$ cat config.mk
export PLATFORM = sky130hd
export DESIGN_NAME = sequential_divider
export DESIGN_NICKNAME = d
export VERILOG_FILES = /design/src/rtl/sequential_divider.sv
export SDC_FILE = /design/constraint.sdc
export NUM_CORES = 1
export LEC_CHECK = 0
export ABC_AREA = 1
export BUFFER_PORTS_ARGS = -buffer_cell sky130_fd_sc_hd__buf_4
export CAP_MARGIN = 20
export CORE_AREA = 2 2 68 57
export CTS_CLUSTER_DIAMETER = 50
export DETAILED_ROUTE_END_ITERATION = 10
export DIE_AREA = 0 0 70 59
export GPL_ROUTABILITY_DRIVEN = 0
export PLACE_DENSITY_LB_ADDON = 0.25
export SLEW_MARGIN = 0
export SYNTH_ARGS = -nofsm -noshare
export SYNTH_HDL_FRONTEND = slang
export SYNTH_SLANG_ARGS = --single-unit
export TNS_END_PERCENT = 1
$ cat constraint.sdc
create_clock -name clk -period 2.17 [get_ports clk]
set_clock_uncertainty 0.2 [all_clocks]
set_input_delay 0.3255 -clock clk [delete_from_list [all_inputs] [get_ports clk]]
set_output_delay 0.3255 -clock clk [all_outputs]
set_load 0.01 [all_outputs]
$ cat src/rtl/sequential_divider.sv
// Multi-cycle 4-bit restoring divider: quotient on ResL, remainder on ResH.
// Define DIV_SIGNED_EN for two's-complement operands; the default build is unsigned.
module sequential_divider (
  input  logic       clk,
  input  logic       rst,
  input  logic       start,
  input  logic [3:0] A,
  input  logic [3:0] B,
  output logic       busy,
  output logic       done,
  output logic [3:0] ResL,
  output logic [3:0] ResH,
  output logic       DivZero,
  output logic       Overflow
);

  typedef enum logic [1:0] {
    S_IDLE = 2'd0,
    S_CALC = 2'd1,
    S_FIX  = 2'd2,
    S_DONE = 2'd3
  } state_t;

`ifdef DIV_SIGNED_EN
  function automatic logic [3:0] neg4(input logic [3:0] v);
    return (~v) + 4'd1;
  endfunction

  // |-8| wraps to 4'b1000, which the unsigned datapath handles as 8
  function automatic logic [3:0] mag4(input logic [3:0] v);
    return v[3] ? neg4(v) : v;
  endfunction
`endif

  state_t     state_q, state_d;
  logic [1:0] cnt_q, cnt_d;
  logic [3:0] dvd_q, dvd_d;
  logic [3:0] dvs_q, dvs_d;
  logic [3:0] rem_q, rem_d;
  logic [3:0] quo_q, quo_d;
  logic       qneg_q, qneg_d;
  logic       rneg_q, rneg_d;
  logic       ovf_pend_q, ovf_pend_d;
  logic       busy_q, busy_d;
  logic       done_q, done_d;
  logic [3:0] resl_q, resl_d;
  logic [3:0] resh_q, resh_d;
  logic       dz_q, dz_d;
  logic       ovf_q, ovf_d;

  logic [3:0] a_mag_s, b_mag_s;
  logic       a_neg_s, q_neg_s, ovf_s;
  logic [4:0] shift_s;
  logic       fits_s;
  logic [3:0] diff_s;

`ifdef DIV_SIGNED_EN
  assign a_mag_s = mag4(A);
  assign b_mag_s = mag4(B);
  assign a_neg_s = A[3];
  assign q_neg_s = A[3] ^ B[3];
  assign ovf_s   = (A == 4'h8) && (B == 4'hF);
`else
  assign a_mag_s = A;
  assign b_mag_s = B;
  assign a_neg_s = 1'b0;
  assign q_neg_s = 1'b0;
  assign ovf_s   = 1'b0;
`endif

  // Partial remainder stays below the divisor, so the 4-bit wrapped difference is exact
  assign shift_s = {rem_q, dvd_q[3]};
  assign fits_s  = (shift_s >= {1'b0, dvs_q});
  assign diff_s  = shift_s[3:0] - dvs_q;

  // Next-state, datapath and output computation
  always_comb begin
    state_d    = state_q;
    cnt_d      = cnt_q;
    dvd_d      = dvd_q;
    dvs_d      = dvs_q;
    rem_d      = rem_q;
    quo_d      = quo_q;
    qneg_d     = qneg_q;
    rneg_d     = rneg_q;
    ovf_pend_d = ovf_pend_q;
    resl_d     = resl_q;
    resh_d     = resh_q;
    dz_d       = dz_q;
    ovf_d      = ovf_q;

    case (state_q)
      S_IDLE, S_DONE: begin
        if (start) begin
          if (B == 4'h0) begin
            state_d = S_DONE;
            resl_d  = 4'hF;
            resh_d  = A;
            dz_d    = 1'b1;
            ovf_d   = 1'b0;
          end else begin
            state_d    = S_CALC;
            cnt_d      = 2'd3;
            dvd_d      = a_mag_s;
            dvs_d      = b_mag_s;
            rem_d      = 4'h0;
            quo_d      = 4'h0;
            qneg_d     = q_neg_s;
            rneg_d     = a_neg_s;
            ovf_pend_d = ovf_s;
          end
        end else begin
          state_d = S_IDLE;
        end
      end
      S_CALC: begin
        dvd_d = {dvd_q[2:0], 1'b0};
        quo_d = {quo_q[2:0], fits_s};
        if (fits_s) begin
          rem_d = diff_s;
        end else begin
          rem_d = shift_s[3:0];
        end
        cnt_d = cnt_q - 2'd1;
        if (cnt_q == 2'd0) begin
          state_d = S_FIX;
        end else begin
          state_d = S_CALC;
        end
      end
      S_FIX: begin
`ifdef DIV_SIGNED_EN
        resl_d = qneg_q ? neg4(quo_q) : quo_q;
        resh_d = rneg_q ? neg4(rem_q) : rem_q;
        ovf_d  = ovf_pend_q;
`else
        resl_d = quo_q;
        resh_d = rem_q;
        ovf_d  = 1'b0;
`endif
        dz_d    = 1'b0;
        state_d = S_DONE;
      end
      default: begin
        state_d = S_IDLE;
      end
    endcase

    busy_d = (state_d == S_CALC) || (state_d == S_FIX);
    done_d = (state_d == S_DONE);
  end

  // State, datapath and registered outputs
  always_ff @(posedge clk or posedge rst) begin
    if (rst) begin
      state_q    <= S_IDLE;
      cnt_q      <= 2'd0;
      dvd_q      <= 4'h0;
      dvs_q      <= 4'h0;
      rem_q      <= 4'h0;
      quo_q      <= 4'h0;
      qneg_q     <= 1'b0;
      rneg_q     <= 1'b0;
      ovf_pend_q <= 1'b0;
      busy_q     <= 1'b0;
      done_q     <= 1'b0;
      resl_q     <= 4'h0;
      resh_q     <= 4'h0;
      dz_q       <= 1'b0;
      ovf_q      <= 1'b0;
    end else begin
      state_q    <= state_d;
      cnt_q      <= cnt_d;
      dvd_q      <= dvd_d;
      dvs_q      <= dvs_d;
      rem_q      <= rem_d;
      quo_q      <= quo_d;
      qneg_q     <= qneg_d;
      rneg_q     <= rneg_d;
      ovf_pend_q <= ovf_pend_d;
      busy_q     <= busy_d;
      done_q     <= done_d;
      resl_q     <= resl_d;
      resh_q     <= resh_d;
      dz_q       <= dz_d;
      ovf_q      <= ovf_d;
    end
  end

  assign busy     = busy_q;
  assign done     = done_q;
  assign ResL     = resl_q;
  assign ResH     = resh_q;
  assign DivZero  = dz_q;
  assign Overflow = ovf_q;

endmodule

==> results.tsv <==
metric	value	unit
drt pass-1 iters	4	
vias	1224	
# Post-CTS Setup Buffers	0	
Reg2Reg Launch Point	state_q[0]	
CP Data Required Time	2.13	ns
DRT iter0 DRCs	50	
DRT antenna net count	0	
slowest CP cell	dfrtp_1	
P per Cell Area	1690	mW/mm^2
Tmin final	1.95	ns
final setup violation count	0	
post-detail-place hpwl	2340	um
prevailing post-synth register cell	dfrtp_1	
CTS Buf Count	5	
initial core utilization	46.0	%
P&R area growth vs syn	19.1	%
CTS tree	yes	
worst path arrival time	1.91	ns
initial antenna violation count	0	
CTS Sinks	31	
hold crit path type	input port to register	
H-tree depth	2	
final WL	3010	um
die height	59	um
max incr delay on CP	0.39	ns
total congestion overflow	0	
layout cells sized above 1	19.0	%
die area	0.00413	mm^2
Area contributors post-synth	dfrtp_1 50%, nand2_1 11%, inv_1 6.5%	
Reg2Reg Setup Slack	0.22	ns
Cell Chain, Critical Path	inv_1 -> ha_1 -> nor2_1 -> nor2_2 -> nand2_2 -> o21ai_0 -> ha_1	
critical path launch point type	register	
Post-synth top cells	47 x nand2_1, 31 x dfrtp_1, 27 x inv_1, 13 x o21ai_0	
period utilization	89.6	%
kind of critical path	register to register	
io pins	23	
Peak Freq	514	MHz
Net Count, Synth	202	
maximum vdd drop	648	uV
Core Area	0.00338	mm^2
flops & latches, synth	31	
post-synth top area cell	dfrtp_1	
post-synthesis area per instance	8.53	um^2
vias in the first global route	1168	
WL/cell	12.0	um
Critical Path Sink Type	register	
Async S/R FF share, synth	100	%
min-delay src	B[2]	
number of max-cap violations	0	
sequential area share after synthesis	50.0	%
status	finished, final reports clean	
Setup Total Neg Slack	0	ns
Ant. Diodes	0	
Post-Syn Area	0.00155	mm^2
Rows	19	
Cell variety after synth	19	
Post-synth EDFFs	0	
Root Driver	clkbuf_8	
Crit path max-delay family	adder cells	
leakage	0.958	nW
Layout Nets	230	
most numerous cell in the Yosys netlist	nand2_1	
GRT Overall Usage	16.6	%
DRC	0	
Final Hold Vio Count	0	
Die Wd	70	um
hold_ws	0.0619	ns
worst-path fanout max	9	
top-area cell type share of the netlist area	50.0	%
Via-to-Cell Ratio	4.86	
I/O Buffers	21	
worst skew pair latency	0.28	ns
Reg clk slew, reported paths	0.06	ns
RSZ-0062 raised after global routing	false	
crit path from	state_q[0]	
Syn Inst Count	182	
first-pass GRT wire length	5200	um
Clock Path Buffers	2	
crit-path most repeated cell	ha_1	
Slew Limit Fails	0	
synth warn	0	
Buffers & Inverters on Critical Path	1	
largest net degree at the start of global routing	32	
==> sequential cells by signal, indices dropped and copies added (netlist names) <==
| signal | cells |
|---|---|
| rem_q | 4 |
| done | 1 |
| state_q | 2 |
| busy | 1 |
| dvs_q | 4 |
| DivZero | 1 |
| ResL | 4 |
| dvd_q | 4 |
| cnt_q | 2 |
| quo_q | 4 |
| ResH | 4 |
==> placed cells by master, fill, tap and decap left out <==
cell | synthesis | routed
a21oi_1 | 12 | 12
buf_4 | 3 | 24
clkbuf_8 | 0 | 6
clkinv_2 | 0 | 1
conb_1 | 1 | 1
dfrtp_1 | 31 | 31
dlygate4sd3_1 | 0 | 1
fa_1 | 1 | 1
ha_1 | 8 | 8
inv_1 | 27 | 27
nand2_1 | 47 | 47
nand2_2 | 2 | 2
nand3_1 | 12 | 12
nor2_1 | 10 | 10
nor2_2 | 2 | 2
o211ai_1 | 1 | 1
o21a_1 | 2 | 2
o21ai_0 | 13 | 13
o21ai_2 | 5 | 5
o22ai_1 | 3 | 3
xor2_1 | 1 | 1
==> cells by family (layout without fill, tap and decap cells) <==
kind of cell	after synthesis	in the layout	synth area share, %
AOI/OAI and AO/OA	36	36	13.5
xor gates and xnor gates	1	1	0.564
adders and majority gates	9	9	7.74
buffers and inverters	31	59	8.70
DFF	31	31	50.0
other	1	1	0.242
and+or+nand+nor	73	73	19.3
==> power by group <==
part           switching [mW]  internal (mW)  total [mW]
clock                   0.200          0.248       0.449
sequential              0.125          0.846       0.971
combinational            1.05          0.657        1.71
total                    1.38           1.75        3.13
==> worst register-to-register path, cell delays in order (launching register included) <==
cell and delay [ns]:
dfrtp_1 0.39, inv_1 0.06, ha_1 0.32, nor2_1 0.12, nor2_2 0.22, nand2_2 0.10, o21ai_0 0.15, ha_1 0.28
==> metrics by stage <==
stage               cells  worst slack, ns  instance area [um^2]  total power [mW]  util, %
CTS                   252            0.213                  1850              3.16     54.8
finish                252            0.225                  1850              3.13     54.8
global placement      244            0.260                  1750              2.64     51.9
global route          252           0.0829                  1850              3.44     54.8
floorplan             182            0.261                  1550              2.27        -
detailed placement    244            0.222                  1750              2.70     51.9
==> worst paths after layout <==
kind                       depth (start not counted)       end
max in group asynchronous                          4  cnt_q[0]
min in group asynchronous                          4   ResH[3]
min                                                3  dvs_q[2]
min reg2reg                                        2   DivZero
max                                                7      busy
max reg2reg                                        7      busy
==> timing repair <==
action,4_1_cts,5_1_grt
resized for setup,0,0
hold endpoints to repair,31,0
hold buffers,1,0
==> area by class of cell <==
| class | instances | area (um^2) |
|---|---|---|
| fill | 317 | 1530 |
| clock inverter | 1 | 5.00 |
| timing repair buffer | 25 | 190 |
| multi-input combinational | 120 | 642 |
| clock buffer | 6 | 82.6 |
| sequential | 31 | 776 |
| tap | 42 | 52.6 |
| inverter | 27 | 101 |
==> routing by layer <==
layer	wire (um)	up-vias	global-route usage, %	share of wire [%]
li1	-	633	-	-
met4	37	0	7.14	1.2
met5	0	-	0	0
met2	1390	32	25.6	46
met1	1410	555	22.3	47
met3	175	4	4.76	5.8
Note: power is estimated with default switching activity, not from simulation.
